**config.mk**
```make
export PLATFORM = sky130hd
export DESIGN_NAME = pwm_div_sched
export DESIGN_NICKNAME = d
export VERILOG_FILES = /design/src/rtl/pwm_div_sched_pkg.sv /design/src/rtl/pwm_div_sched_tbl.sv /design/src/rtl/pwm_div_sched.sv
export SDC_FILE = /design/constraint.sdc
export NUM_CORES = 1
export LEC_CHECK = 0
export ABC_AREA = 1
export ABC_CLOCK_PERIOD_IN_PS = 9600
export CAP_MARGIN = 30
export CORE_MARGIN = 1.5
export CORE_UTILIZATION = 60
export DETAILED_ROUTE_END_ITERATION = 6
export MAX_ROUTING_LAYER = met4
export PLACE_DENSITY_LB_ADDON = 0.15
export SETUP_SLACK_MARGIN = 0.3
export SYNTH_ARGS = -nofsm -noshare
export SYNTH_HDL_FRONTEND = slang
export SYNTH_SLANG_ARGS = --single-unit
export TNS_END_PERCENT = 10
```
**constraint.sdc**
```tcl
create_clock -name clk_i -period 9.6 [get_ports clk_i]
set_clock_uncertainty 0.1 [all_clocks]
set_input_delay 2.88 -clock clk_i [delete_from_list [all_inputs] [get_ports clk_i]]
set_output_delay 2.88 -clock clk_i [all_outputs]
set_load 0.02 [all_outputs]
```
**src/rtl/pwm_div_sched_pkg.sv**
```systemverilog
// Shared types for the PWM divisor scheduler: sequencer state encoding and
// the slot-table record (divisor plus repeat count).
package pwm_div_sched_pkg;

    // Storage width of one slot-table field; the top-level DW must not exceed it.
    localparam int unsigned SLOT_DW = 16;

    // Sequencer states.
    typedef enum logic [1:0] {
        IDLE = 2'd0,
        LOAD = 2'd1,
        RUN  = 2'd2,
        FIN  = 2'd3
    } state_t;

    // One divisor profile slot.
    typedef struct packed {
        logic [SLOT_DW-1:0] div;
        logic [SLOT_DW-1:0] rep;
    } slot_t;

endpackage

```
**src/rtl/pwm_div_sched_tbl.sv**
```systemverilog
// Divisor profile table: NUM_SLOTS register entries, one synchronous write
// port and one combinational read port. All entries clear to {0,0} on reset.
module pwm_div_sched_tbl
    import pwm_div_sched_pkg::*;
#(
    parameter int unsigned NUM_SLOTS = 4,
    parameter int unsigned AW        = $clog2(NUM_SLOTS)
)(
    input  logic          clk,
    input  logic          rst,
    input  logic          we,
    input  logic [AW-1:0] waddr,
    input  slot_t         wdata,
    input  logic [AW-1:0] raddr,
    output slot_t         rdata
);

    slot_t mem_r [NUM_SLOTS];

    // Table storage: cleared by reset, one entry written per strobe.
    always_ff @(posedge clk or posedge rst) begin
        if (rst) begin
            for (int i = 0; i < NUM_SLOTS; i++) begin
                mem_r[i] <= '0;
            end
        end else if (we) begin
            mem_r[waddr] <= wdata;
        end
    end

    // NUM_SLOTS is a power of two, so every address is a valid entry.
    assign rdata = mem_r[raddr];

endmodule

```
**src/rtl/pwm_div_sched.sv**
```systemverilog
// PWM divisor scheduler: steps a clock divider through a table of
// {divisor, repeat} profiles. Each slot is held for max(rep,1) divider
// toggles (tick_i); a zero divisor ends the table. Outputs are registered
// copies of the next state so they line up with the state register.
// Optional feature macro: PWM_DIV_SCHED_IRQ_EN adds a sticky irq_o that is
// set by done_o and cleared by irq_clr_i (set has priority).
module pwm_div_sched
    import pwm_div_sched_pkg::*;
#(
    parameter int unsigned NUM_SLOTS = 4,
    parameter int unsigned DW        = 16
)(
    input  logic                         clk_i,
    input  logic                         rst_i,
    input  logic                         cfg_we_i,
    input  logic [$clog2(NUM_SLOTS)-1:0] cfg_addr_i,
    input  logic [DW-1:0]                cfg_div_i,
    input  logic [DW-1:0]                cfg_rep_i,
    input  logic                         start_i,
    input  logic                         stop_i,
    input  logic                         loop_i,
    input  logic                         tick_i,
    output logic                         div_en_o,
    output logic [DW-1:0]                divisor_o,
    output logic [$clog2(NUM_SLOTS)-1:0] slot_o,
    output logic                         busy_o,
    output logic                         done_o,
    output logic                         err_o
`ifdef PWM_DIV_SCHED_IRQ_EN
    ,
    input  logic                         irq_clr_i,
    output logic                         irq_o
`endif
);

    localparam int unsigned     SW        = $clog2(NUM_SLOTS);
    localparam logic [SW-1:0]   LAST_SLOT = SW'(NUM_SLOTS - 1);
    localparam logic [DW-1:0]   ONE       = {{(DW-1){1'b0}}, 1'b1};

    // A repeat count of zero behaves like a repeat count of one.
    function automatic logic [DW-1:0] rep_limit(input logic [DW-1:0] rep);
        logic [DW-1:0] lim;
        if (rep == {DW{1'b0}}) begin
            lim = ONE;
        end else begin
            lim = rep;
        end
        return lim;
    endfunction

    state_t         state_r;
    state_t         state_s;
    logic [SW-1:0]  slot_r;
    logic [SW-1:0]  slot_s;
    logic [DW-1:0]  cnt_r;
    logic [DW-1:0]  cnt_s;
    logic [DW-1:0]  divisor_r;
    logic [DW-1:0]  rep_r;
    logic           div_en_r;
    logic           busy_r;
    logic           done_r;
    logic           err_r;
    logic           err_s;
    logic           load_s;
    logic           tbl_we_s;
    logic           last_tick_s;
    slot_t          tbl_wr_s;
    slot_t          tbl_rd_s;

    assign tbl_wr_s    = '{div: SLOT_DW'(cfg_div_i), rep: SLOT_DW'(cfg_rep_i)};
    assign last_tick_s = (cnt_r == (rep_limit(rep_r) - ONE));

    // The read port follows the next slot so the entry is captured on LOAD entry.
    pwm_div_sched_tbl #(
        .NUM_SLOTS (NUM_SLOTS),
        .AW        (SW)
    ) u_tbl (
        .clk   (clk_i),
        .rst   (rst_i),
        .we    (tbl_we_s),
        .waddr (cfg_addr_i),
        .wdata (tbl_wr_s),
        .raddr (slot_s),
        .rdata (tbl_rd_s)
    );

    // Next-state, slot, tick counter, table write gating and sticky error.
    always_comb begin
        state_s  = state_r;
        slot_s   = slot_r;
        cnt_s    = cnt_r;
        err_s    = err_r;
        tbl_we_s = 1'b0;

        case (state_r)
            IDLE: begin
                tbl_we_s = cfg_we_i;
                if (start_i && !stop_i) begin
                    state_s = LOAD;
                    slot_s  = {SW{1'b0}};
                    cnt_s   = {DW{1'b0}};
                    err_s   = 1'b0;
                end else begin
                    state_s = IDLE;
                end
            end
            LOAD: begin
                cnt_s = {DW{1'b0}};
                if (stop_i) begin
                    state_s = FIN;
                end else if (divisor_r == {DW{1'b0}}) begin
                    state_s = FIN;
                end else begin
                    state_s = RUN;
                end
            end
            RUN: begin
                if (stop_i) begin
                    state_s = FIN;
                end else if (tick_i && last_tick_s) begin
                    cnt_s = {DW{1'b0}};
                    if (slot_r != LAST_SLOT) begin
                        state_s = LOAD;
                        slot_s  = slot_r + SW'(1'b1);
                    end else if (loop_i) begin
                        state_s = LOAD;
                        slot_s  = {SW{1'b0}};
                    end else begin
                        state_s = FIN;
                    end
                end else if (tick_i) begin
                    cnt_s = cnt_r + ONE;
                end else begin
                    cnt_s = cnt_r;
                end
            end
            FIN: begin
                state_s = IDLE;
            end
            default: begin
                state_s = IDLE;
            end
        endcase

        // Writes while the sequence owns the table are dropped and flagged.
        if (cfg_we_i && ((state_r == LOAD) || (state_r == RUN))) begin
            err_s = 1'b1;
        end else begin
            err_s = err_s;
        end

        load_s = (state_s == LOAD);
    end

    // State, slot index, tick counter and sticky error registers.
    always_ff @(posedge clk_i or posedge rst_i) begin
        if (rst_i) begin
            state_r <= IDLE;
            slot_r  <= {SW{1'b0}};
            cnt_r   <= {DW{1'b0}};
            err_r   <= 1'b0;
        end else begin
            state_r <= state_s;
            slot_r  <= slot_s;
            cnt_r   <= cnt_s;
            err_r   <= err_s;
        end
    end

    // Divisor/repeat capture: only on LOAD entry, so the divider never sees a mid-period change.
    always_ff @(posedge clk_i or posedge rst_i) begin
        if (rst_i) begin
            divisor_r <= {DW{1'b0}};
            rep_r     <= {DW{1'b0}};
        end else if (load_s) begin
            divisor_r <= tbl_rd_s.div[DW-1:0];
            rep_r     <= tbl_rd_s.rep[DW-1:0];
        end
    end

    // Registered status outputs decoded from the next state.
    always_ff @(posedge clk_i or posedge rst_i) begin
        if (rst_i) begin
            div_en_r <= 1'b0;
            busy_r   <= 1'b0;
            done_r   <= 1'b0;
        end else begin
            div_en_r <= (state_s == RUN);
            busy_r   <= (state_s == LOAD) || (state_s == RUN);
            done_r   <= (state_s == FIN);
        end
    end

    assign div_en_o  = div_en_r;
    assign divisor_o = divisor_r;
    assign slot_o    = slot_r;
    assign busy_o    = busy_r;
    assign done_o    = done_r;
    assign err_o     = err_r;

`ifdef PWM_DIV_SCHED_IRQ_EN
    logic irq_r;

    // Sticky completion interrupt; a new completion beats a simultaneous clear.
    always_ff @(posedge clk_i or posedge rst_i) begin
        if (rst_i) begin
            irq_r <= 1'b0;
        end else if (done_r) begin
            irq_r <= 1'b1;
        end else if (irq_clr_i) begin
            irq_r <= 1'b0;
        end
    end

    assign irq_o = irq_r;
`endif

endmodule

```
# ---- After elaboration in Yosys (flattened, before gate mapping)
# Cells that the tools add are included.
dict set report word_totals {
  in_bits 41
  output_inout_bits 22
  ff_bits 184
  elab_cells 81
}
dict set report classes {
  order_cmp 3
  n_reduce_logical 15
  bitwise_logic 2
  mux 30
  add_sub_neg 3
  n_eq_ne 11
}
# op n
set ops {}
lappend ops {{bitwise mux 128 bit} 1}
lappend ops {{2-to-1 mux 32 bit} 3}
lappend ops {{2-to-1 mux 16 bit} 5}
lappend ops {{binary-select mux 32 bit (select 2 bit)} 1}
lappend ops {{demux 32 bit (select 2 bit)} 1}
lappend ops {{case mux 16 bit (3 select lines)} 1}
lappend ops {{zero test 16 bit} 2}
lappend ops {{2-to-1 mux 2 bit} 9}
lappend ops {{adder 16 x 1 -> 16 bit, second input constant} 1}
lappend ops {{equality test 16 bit} 1}
lappend ops {{subtractor 16 x 1 -> 16 bit, second input constant} 1}
lappend ops {{equality test 2 bit, second input constant} 4}
lappend ops {{case mux 2 bit (4 select lines)} 1}
lappend ops {{2-to-1 mux 1 bit} 7}
lappend ops {{>= comparator 3 bit, second input constant} 2}
lappend ops {{inequality test 2 bit, second input constant} 3}
lappend ops {{NOT 2 -> 3 bit} 2}
lappend ops {{equality test 2 x 1 -> 1 bit, second input constant} 2}
lappend ops {{logical AND 1 bit} 4}
lappend ops {{case mux 2 bit (2 select lines)} 1}
lappend ops {{AND reduction 4 bit} 1}
lappend ops {{nonzero test 2 bit} 2}
lappend ops {{< comparator 3 x 1 -> 1 bit, second input constant} 1}
lappend ops {{inequality test 3 bit, second input constant} 1}
lappend ops {{6 further kinds} 7}

# ---- Logic depth before layout (Yosys ltp)
# Gate-level depths: netlist of the first run.
dict set report logic_depth {
  ltp_word 12
  mapped_depth 32
  ltp_nobuf 30
}

# ---- Cells and area by module
# From an unflattened synthesis of the first run, not the netlist that was laid out.
dict set report unflattened {
  hier_cells 1359
  hier_area_um2 10098.4
}
# module area_each_um2 cells_per_inst instances
set by_module_without_submodules {}
lappend by_module_without_submodules {pwm_div_sched_tbl 6736.5 937 1}
lappend by_module_without_submodules {pwm_div_sched 3362.0 422 1}

# ---- Worst setup path before layout of the first run
# OpenSTA, ideal clock, no wires.
dict set report synth_timing {
  path_type {in2reg}
  from {input port tick_i}
  to {register divisor_r[0] (netlist: divisor_o[0])}
  n_path_buf 2
  t_arrival_ps 4613
  stages 17
  required_time_ps 9434
  slack_ps 4821
  path_cell_list {nand2_1 -> nor2_1 -> nand4_1 -> nor2_1 -> nand2_1 -> nor2_4 -> nand2_1 -> nand3_1 -> a22o_1 -> a21oi_1 -> inv_1 -> ha_1 -> clkbuf_1 -> inv_1 -> clkbuf_1 -> nand2_1 -> nand2_1}
}
dict set report synth_between {
  elab_cells_between_ends 12
}
# item line_no
set synth_rtl {}
lappend synth_rtl {{start: declaration} pwm_div_sched.sv:22} ;# input logic tick_i,
lappend synth_rtl {{logical AND 1 bit} pwm_div_sched.sv:120} ;# end else if (tick_i && last_tick_s) begin
lappend synth_rtl {{2-to-1 mux 2 bit} pwm_div_sched.sv:120}
lappend synth_rtl {{2-to-1 mux 2 bit} pwm_div_sched.sv:118} ;# if (stop_i) begin
lappend synth_rtl {{case mux 2 bit (4 select lines)} pwm_div_sched.sv:95} ;# case (state_r)
lappend synth_rtl {{net state_s[0]} pwm_div_sched.sv:52} ;# state_t state_s;
lappend synth_rtl {{equality test 2 x 1 -> 1 bit} pwm_div_sched.sv:152} ;# load_s = (state_s == LOAD);
lappend synth_rtl {{end signal: assignment} pwm_div_sched.sv:173} ;# divisor_r <= {DW{1'b0}};
lappend synth_rtl {{end signal: assignment} pwm_div_sched.sv:176} ;# divisor_r <= tbl_rd_s.div[DW-1:0];
lappend synth_rtl {{end: declaration} pwm_div_sched.sv:57} ;# logic [DW-1:0] divisor_r;
# The timed path passes the listed nets, and every way through them passes these cells. The select of a mux whose other input is x is not followed.
# A chain may end at the register's enable or synchronous reset.

# ---- Worst setup path after layout of the first run
dict set report layout_timing {
  from {input port tick_i}
  to {register divisor_r[10] (netlist: divisor_o[10])}
}
# Same word-level chain as after synthesis.

==> run metrics, run 1 <==
H-tree depth=4; Filler cells=1305; gr busiest metal=met2; Worst setup SP type=input pin; Critical Path, Cell by Cell=clkdlybuf4s50_1 > nand2_1 > nor2_1 > nand4_1 > nor2_1 > nand2_1 > nor2_4 > nand2_1 > nand3_1 > a22o_1 > a21oi_1 > inv_1 > ha_2 > inv_1 > buf_16 > nand2_1 > nand2_1; Synth top area share=47.9%; n_diodes=0; Pins Over Slew Limit=0; post-CTS setup buffer count=0; syn_area_per_cell=7.47 sq um; Leak=5.73 nW; drt drc=0; Pre-Repair DR Iteration Count=5; crit path max fanout=33; Area Overhead vs Synth=14.0%; Clock Sinks=184; met2 usage=45.6%; row cnt=46; f_max=0.168 GHz; DPL Wire Length=14.2 mm; IO Port Bufs=62; final period utilization=62.0%; Worst R2R Setup Slack=4.75 ns; CTS tree=yes; Net Sw Power=1.87 mW; GPL Wtd Cong=0.865; die area=16800 sq um; nets@finish=1370; die height=130 um; flops & latches, synth=184; Setup CP Type=in2reg; Peak VDD IR=302 uV; Flop pwr share=32.3%; most used cell, CP=nand2_1; setup TNS=0 ns; power consumption=4.13 mW; Seq/Total Area, Yosys=47.9%; status=complete, no violations; final setup vio count=0; Die Width=130 um; CP peak stage delay=0.68 ns; Gate Count Post-Synth=1288; hold depth=2; R2R depth=24; GR met3 Demand/Resource=5.37%; Initial Util=61.0%; Post-Syn Area=9620 sq um; Core ar.=15800 sq um; max-cap violations=0; vias=8277; relative slew slack=46.4%; GRT overflow=0; hold_buf cts=0; Synth Warn #=0; Hold Vio Cnt, Final=0; antenna violation net count after detailed routing=0; Worst-Skew Late Latency=0.43 ns; crit path DAT=6.16 ns; Int Power=2.25 mW; reg2reg end=divisor_o[10]; Routed WL=22.9 mm; Crit-path slowest cell=ha_2; vias in the first global route=7804; syn nets=1338; global-route wire length before repair=38.4 mm; Hold Path Class=reg2reg; Initial DRC Count=679; GRT met1 Usage=42.2%; TritonCTS buffer count=17; Worst Max-Slew Pin Slew=0.801 ns; Comb pwr share=50.2%; largest cells by area after synthesis=dfrtp_1 (48%), nand2_1 (16%), nand3_1 (8.3%), inv_1 (8.3%), o21ai_0 (7.1%); largest net degree at the start of global routing=86; Tmin final=5.95 ns; GRT Util Overall=30.2%; min-delay src=u_tbl.mem_r[85]; Req. time, crit path=9.81 ns; worst hold endpoint=u_tbl.mem_r[85]; Clock transition at path regs=0.07 ns; drt via density=5.34; layout cells sized above 1=5.33%; crit end category=register; Pwr Density=377 nW/um^2; Switching Share=45.4%; post-CTS sizing=0; reg-to-reg critical path startpoint=rep_r[8]; initial antenna violation count=0; DR WL/cell=14.8 um; RSZ-0062 raised after global routing=no; num ports=63; top cell type by total area after synthesis=dfrtp_1; Yosys cell types=41; root buffer cell=clkbuf_16; Clock power frac=17.5%; CTS Buffer Depth=2
==> power groups by stage <==
stage	logic [mW]	registers, mW	clock network [mW]
after floorplan	1.56	1.32	0
after global placement	1.96	1.33	0
after detailed placement	2.04	1.34	0
after CTS	2.07	1.33	0.727
after global routing	2.36	1.37	0.758
final	2.07	1.33	0.722
==> through the flow <==
step                      cells  cell area [sq um]  utilization [%]  setup WS, ns  hold WS [ns]
after global routing       1549              11000             69.5          3.40         0.411
final                      1549              11000             69.5          3.65         0.387
after floorplan            1288               9620                -          1.62         0.353
after detailed placement   1517              10400             65.7          3.26         0.372
after global placement     1515              10300             65.4          3.26         0.365
after CTS                  1549              11000             69.5          3.67         0.389
==> cell type report <==
type / instances / area [sq um] / area share (%)
clock buffer: 22 / 454 / 4.14
clock inverter: 10 / 144 / 1.31
inverter: 216 / 816 / 7.44
multi-input combinational: 827 / 3930 / 35.9
sequential: 184 / 4600 / 42.0
tap: 216 / 270 / 2.47
timing repair buffer: 74 / 743 / 6.78
==> synth_stat cells (all sizes together) <==
cell type,count
xnor2,5
nand4,12
xnor3,1
nand3b,1
a2111oi,1
a22oi,1
o2111ai,1
nor3,6
nand3,160
nor3b,1
ha,9
o32ai,1
a31oi,2
a22o,2
o21ai,138
buf,21
o22ai,5
nand2,405
nor2,44
clkbuf,40
or2,2
a21oi,6
xor2,18
inv,216
dfrtp,184
nor4,6
==> worst max-delay path: cells and delay by family <==
family,cells,cell delay (ns)
buffers and inverters,4,1.42
adder cells (fa/ha/maj),1,0.68
AND/OR/NAND/NOR,10,0.97
AO/OA/AOI/OAI,2,0.20
==> sequential cells by signal, indices dropped and copies added (netlist names) <==
signal and flops:
busy_o 1, divisor_o 16, slot_o 2, cnt_r 16, u_tbl.mem_r 128, err_o 1, state_r 2, div_en_o 1
rep_r 16, done_o 1
==> layer usage <==
layer	vias up	wire length, um
met4	0	273
met3	24	1420
met1	3903	10700
met2	273	10500
met5	-	0
li1	4077	-
==> kinds of logic after synthesis <==
kind of cell / count (synthesis) / share of synthesized area [%]
compound gates: 157 / 8.56
xor+xnor: 24 / 2.41
fa+ha+maj: 9 / 1.17
buf+inv: 277 / 11.6
flops: 184 / 47.9
simple gates: 637 / 28.4
==> cells in the final DEF (no fill, tap or decap), types with 5 or more instances in the layout <==
cell type        count
nand2_2              6
inv_1              211
nor2_1              37
nand4_1             10
buf_4               10
dfrtp_1            184
xnor2_1              5
nand3_1            157
nand2_1            398
o21ai_0            136
ha_1                 8
clkdlybuf4s50_1     62
xor2_1              17
clkbuf_16           17
a21oi_1              5
nor4_1               6
o22ai_1              5
==> how the worst max path moves through the flow <==
| stage | cells after the start | startpoint | end |
|---|---|---|---|
| 2_1_floorplan | 1 | rst_i | busy_o |
| 3_3_place_gp | 16 | tick_i | divisor_o[11] |
| 3_5_place_dp | 17 | tick_i | rep_r[8] |
| 4_1_cts | 17 | tick_i | divisor_o[10] |
| 5_1_grt | 17 | tick_i | divisor_o[0] |
| 6_report | 17 | tick_i | divisor_o[10] |
(Power assumes the default switching activity.)
==> run 2, diff against run 1 <==
--- a/config.mk
+++ b/config.mk
@@ -6,7 +6,7 @@
 export NUM_CORES = 1
 export LEC_CHECK = 0
 export ABC_AREA = 1
-export ABC_CLOCK_PERIOD_IN_PS = 9600
+export ABC_CLOCK_PERIOD_IN_PS = 5800
 export CAP_MARGIN = 30
 export CORE_MARGIN = 1.5
 export CORE_UTILIZATION = 60
==> constraint.sdc (replaced) <==
create_clock -name clk_i -period 5.8 [get_ports clk_i]
set_clock_uncertainty 0.1 [all_clocks]
set_input_delay 1.74 -clock clk_i [delete_from_list [all_inputs] [get_ports clk_i]]
set_output_delay 1.74 -clock clk_i [all_outputs]
set_load 0.02 [all_outputs]
==> run 2 against run 1 <==
Effect of this change: final area up 0.24%; critical endpoint is now rep_r[10]; combinational power up 67%; sequential power up 65%; global-route usage down 0.62 points; die area unchanged; setup slack worse by 2.1 ns; clock power up 62%; wire length down 2.8%; critical path depth up 2; clock-buffer cell count down 2; utilization up 0.17 points.
==> run metrics, run 2 (synthesis gave the netlist of run 1 again) <==
Hold Vio Cnt, Final=0 (unchanged); initial antenna violation count=0 (unchanged); Initial Util=61.0% (unchanged); hold_buf cts=0 (unchanged); min-delay src=u_tbl.mem_r[34]; Pre-Repair DR Iteration Count=5 (unchanged); TritonCTS buffer count=17 (unchanged); Req. time, crit path=6.03 ns (-3.78 ns); n_diodes=0 (unchanged); die height=130 um (unchanged); Hold Path Class=reg2reg; Highest Signal Layer=met4; global-route wire length before repair=37.8 mm (-1.6%); Core ar.=15800 sq um (unchanged); Initial DRC Count=699 (+2.9%); RSZ-0062 raised after global routing=no; Worst setup SP type=input pin; Pwr Density=620 nW/um^2 (+65%); fin util=69.7% (+0.17 points); Clock transition at path regs=0.07 ns (about the same); R2R depth=26 (+8.3%); worst slack, placed=1.23 ns (-2.04 ns); CTS tree=yes; relative slew slack=45.7% (-0.72 points); crit path DAT=4.44 ns (-1.72 ns); drt drc=0 (unchanged); Top reg by flops=u_tbl.mem_r; commonest non-fill, non-tap cells in the layout=nand2_1 (398), inv_1 (211), dfrtp_1 (184); Worst-Skew Late Latency=0.44 ns (about the same); final setup vio count=0 (unchanged); GRT overflow=0 (unchanged); vias in the first global route=7626 (-2.3%); reg2reg end=rep_r[10]; crit end category=register; antenna violation net count after detailed routing=0 (unchanged); Peak VDD IR=649 uV (+110%); Hold WS=0.385 ns (-0.00157 ns); Worst Max-Slew Pin Slew=0.813 ns (+0.0120 ns); nets@finish=1372 (+0.15%); setup TNS=0 ns (unchanged); fin area=11000 sq um (+0.24%); final period utilization=72.6%; row cnt=46 (unchanged); root buffer cell=clkbuf_16; worst hold endpoint=u_tbl.mem_r[34]; Filler cells=1310 (+0.38%); DR WL/cell=14.3 um (-2.9%); largest net degree at the start of global routing=96 (+12%); post-CTS setup buffer count=0 (unchanged); f_max=0.238 GHz; M1 wire length=10.8 mm (+0.98%); status=complete, no violations; crit path max fanout=58 (+76%); H-tree depth=4 (unchanged); Worst R2R Setup Slack=1.61 ns (-3.14 ns); reg-to-reg critical path startpoint=rep_r[8]; final setup margin=1.59 ns (-2.06 ns); num ports=63 (unchanged); Leak=5.75 nW (+0.37%); hold depth=2 (unchanged); GPL Wtd Cong=0.913 (+5.5%); DPL Wire Length=14.1 mm (-1.2%); CTS Buffer Depth=2 (unchanged); Routed WL=22.2 mm (-2.8%); vias=8205 (-0.87%); max reg flops=128 (unchanged); IO Port Bufs=62 (unchanged); max-cap violations=0 (unchanged); Met3 Wirelength=1.22 mm (-14%); placed instance area=10400 sq um (+0.35%); die area=16800 sq um (unchanged); Die Width=130 um (unchanged); layout cells sized above 1=5.54% (+0.22 points); Setup CP Type=in2reg; Tmin final=4.21 ns; Clock Sinks=184 (unchanged); GRT Util Overall=29.6% (-0.62 points); drt via density=5.29 (-1.0%); Pins Over Slew Limit=0 (unchanged); post-CTS sizing=0 (unchanged); commonest non-fill, non-tap cell in the layout=nand2_1; met2 WL=10.0 mm (-5.0%); Area Overhead vs Synth=14.3%
run 2: cell types whose count changed in the layout (fill, tap and decap cells not counted):
cell,previous run,this run
clkinv_2,1,3
inv_6,3,1
ha_2,1,0
clkbuf_1,4,2
ha_1,8,9
inv_8,0,3
bufinv_16,3,2
buf_12,1,3
run 2: routing by layer:
metal	vias to the layer above	GRT usage [%]
li1	4082	-
met1	3860	42.3
met2	240	44.0
met3	23	5.37
met4	0	6.99
met5	-	-
run 2: worst max-delay path: stages:
cell             delay (ns)
clkdlybuf4s50_1        0.50
nand2_1                0.06
nor2_1                 0.12
nand4_1                0.12
nor2_1                 0.13
nand2_1                0.10
nor2_4                 0.13
nand3_1                0.10
nand2_1                0.07
nand2_1                0.05
nand2_1                0.06
nand2_2                0.06
nand2_2                0.14
buf_4                  0.54
nand2_1                0.12
nand3_1                0.10
nand2_1                0.08
nand2_1                0.09
nand2_1                0.05
run 2: worst max path at each step:
stage,from,slack (ns),cells after the start,end
6_report,tick_i,1.59,19,rep_r[10]
4_1_cts,rep_r[8],1.63,26,rep_r[12]
2_1_floorplan,rst_i,1.60,1,busy_o
3_5_place_dp,tick_i,1.23,19,rep_r[10]
3_3_place_gp,tick_i,1.12,16,rep_r[15]
5_1_grt,rep_r[8],1.17,26,rep_r[12]
run 2: final cells by class:
cell class | instances | area (sq um) | area share (%)
Clock buffer | 20 | 447 | 4.06
Clock inverter | 12 | 141 | 1.29
Inverter | 216 | 815 | 7.41
Multi-Input combinational cell | 827 | 3930 | 35.8
Sequential cell | 184 | 4600 | 41.9
Tap cell | 216 | 270 | 2.46
Timing Repair Buffer | 76 | 783 | 7.13
run 2: stage by stage:
step	cells	power [mW]
global placement	1517	5.47
CTS	1551	6.81
global route	1551	7.44
detailed placement	1519	5.61
finish	1551	6.81
floorplan	1288	4.76
run 2: where the power goes:
| part | switching (mW) | internal (mW) | leakage [nW] |
|---|---|---|---|
| clock | 0.515 | 0.654 | 0.286 |
| combinational | 2.24 | 1.21 | 3.14 |
| sequential | 0.354 | 1.84 | 2.33 |
==> run 3, diff against run 2 <==
--- a/config.mk
+++ b/config.mk
@@ -6,10 +6,10 @@
 export NUM_CORES = 1
 export LEC_CHECK = 0
 export ABC_AREA = 1
-export ABC_CLOCK_PERIOD_IN_PS = 5800
+export ABC_CLOCK_PERIOD_IN_PS = 3600
 export CAP_MARGIN = 30
 export CORE_MARGIN = 1.5
-export CORE_UTILIZATION = 60
+export CORE_UTILIZATION = 54
 export DETAILED_ROUTE_END_ITERATION = 6
 export MAX_ROUTING_LAYER = met4
 export PLACE_DENSITY_LB_ADDON = 0.15
==> constraint.sdc (replaced) <==
create_clock -name clk_i -period 3.6 [get_ports clk_i]
set_clock_uncertainty 0.1 [all_clocks]
set_input_delay 1.08 -clock clk_i [delete_from_list [all_inputs] [get_ports clk_i]]
set_output_delay 1.08 -clock clk_i [all_outputs]
set_load 0.02 [all_outputs]
==> run 3 against run 2 <==
Effect of this change: clock-buffer cell count down 2; sequential cell count did not move; final cell count up 5.6%; total power is 100% higher; die area increased by 11%; largest cell class unchanged; largest power group unchanged; highest routed layer unchanged.
==> run metrics, run 3 (synthesis gave the netlist of run 1 again) <==
status=complete, no violations; most used cell, CP=nand2_1; Initial DRC Count=666 (-4.7%); max reg flops=128 (unchanged); worst hold endpoint=u_tbl.mem_r[113]; Hold Path Class=reg2reg; worst slack, placed=-0.00501 ns (-1.23 ns); Setup crit start=rep_r[10]; Worst Max-Slew Pin Slew=0.691 ns (-0.121 ns); Routed WL=26.1 mm (+17%); Tmin final=3.53 ns; commonest non-fill, non-tap cell in the layout=nand2_1; H-tree depth=4 (unchanged); antenna violation net count after detailed routing=0 (unchanged); IO Port Bufs=62 (unchanged); fin util=70.6% (+0.87 points); Die Width=136 um (+5.3%); nets@finish=1450 (+5.7%); Filler cells=1353 (+3.3%); crit path max fanout=9 (-84%); hold_buf cts=0 (unchanged); num ports=63 (unchanged); Clock transition at path regs=0.07 ns (about the same); Worst-Skew Late Latency=0.44 ns (about the same); reg-to-reg critical path startpoint=rep_r[10]; Area Overhead vs Synth=27.3%; vias=8712 (+6.2%); global-route wire length before repair=41.8 mm (+11%); DR WL/cell=15.9 um (+11%); Worst setup SP type=register; largest net degree at the start of global routing=96 (unchanged); multi-input combinational cell area=4150 sq um (+5.7%); Req. time, crit path=3.83 ns (-2.20 ns); Pre-Repair DR Iteration Count=6 (+1); GRT Util Overall=30.2% (+0.65 points); CP peak stage delay=0.43 ns (-0.11 ns); Initial Util=55.4% (-5.6 points); hold depth=2 (unchanged); CTS Buffer Depth=2 (unchanged); row cnt=48 (+4.3%); layout cells sized above 1=14.2% (+8.6 points); GPL Wtd Cong=0.880 (-3.6%); relative slew slack=53.9% (+8.2 points); Peak VDD IR=602 uV (-7.2%); drt drc=0 (unchanged); Worst R2R Setup Slack=0.07 ns (-1.54 ns); placed instance area=10900 sq um (+4.6%); GRT overflow=0 (unchanged); Clock Sinks=184 (unchanged); root buffer cell=clkbuf_16; final period utilization=98.1%; Setup CP Type=reg2reg; TritonCTS buffer count=17 (unchanged); final setup vio count=0 (unchanged); initial antenna violation count=0 (unchanged); die area=18600 sq um (+11%); final setup margin=0.0693 ns (-1.52 ns); Core ar.=17400 sq um (+10%); Pwr Density=1130 nW/um^2 (+82%); Leak=6.34 nW (+10%); vias in the first global route=8247 (+8.1%); Top reg by flops=u_tbl.mem_r; RSZ-0062 raised after global routing=yes; commonest non-fill, non-tap cells in the layout=nand2_1 (373), inv_1 (210), dfrtp_1 (183); power consumption=13.8 mW (+100%); n_diodes=0 (unchanged); f_max=0.283 GHz; max-cap violations=0 (unchanged); Crit-path slowest cell=dfrtp_1; crit end category=register; Pins Over Slew Limit=0 (unchanged); R2R depth=29 (+12%); fin area=12200 sq um (+11%); reg2reg end=divisor_o[8]; min-delay src=u_tbl.mem_r[113]; Hold Vio Cnt, Final=0 (unchanged); die height=136 um (+5.3%); DPL Wire Length=15.5 mm (+10%); crit path DAT=3.76 ns (-0.68 ns); Register Area=4610 sq um (about the same); CTS tree=yes; drt via density=5.32 (+0.54%)
run 3: cell count changes in the layout (fill, tap and decap cells not counted), sizes merged:
cell,delta
buf,+76
inv,+4
clkinv,-2
bufinv,-1
clkinvlp,+1
run 3: critical path, delay by kind of cell (launching register included):
family | cells | cell delay (ns)
xor+xnor | 1 | 0.17
fa+ha+maj | 1 | 0.17
buf+inv | 4 | 0.42
flops | 1 | 0.43
simple gates | 23 | 2.12
run 3: report_power, final:
part	internal [mW]	switching [mW]	leakage, nW
Clock	1.00	0.890	0.283
Sequential	2.96	0.536	2.32
Combinational	3.75	4.66	3.73
Total	7.72	6.09	6.34
run 3: final cells by class:
cell class / count / share of cell area [%]
inverters: 216 / 6.67
well taps: 225 / 2.30
clock buffers: 18 / 3.59
flip-flops and latches: 184 / 37.6
multi-input cells: 827 / 33.9
clock inverters: 14 / 1.27
repair buffers: 154 / 14.6
run 3: worst max-delay path by stage:
stage,slack [ns],to,cells after the start
2_1_floorplan,0.06,busy_o,1
3_3_place_gp,0.02,rep_r[12],20
3_5_place_dp,-0.005,rep_r[13],20
4_1_cts,0.20,divisor_o[8],29
5_1_grt,-0.13,rep_r[11],28
6_report,0.07,divisor_o[8],29
run 3: timing repair:
item | 4_1_cts | 5_1_grt
resized for setup | 36 | 46
setup buffers | 15 | 7
cloned | 8 | 2
pin swaps | 20 | 38
endpoints found under the setup margin | 33 | 39
run 3: metrics by stage:
| stage | setup TNS [ns] | cells | hold WS, ns |
|---|---|---|---|
| CTS | 0 | 1629 | 0.390 |
| finish | 0 | 1638 | 0.386 |
| global route | -2.66 | 1638 | 0.404 |
| global placement | 0 | 1574 | 0.365 |
| floorplan | 0 | 1288 | 0.353 |
| detailed placement | -0.00954 | 1574 | 0.373 |
run 3: routing by layer:
metal  up-vias  part of all wire [%]  track usage (%)  routed length, um
met5         -                     0                -                  0
met4         0                   2.2             9.75                575
met1      4104                    45             40.9              11600
li1       4248                     -                -                  -
met3        42                   7.9             7.38               2060
met2       318                    45             44.8              11800
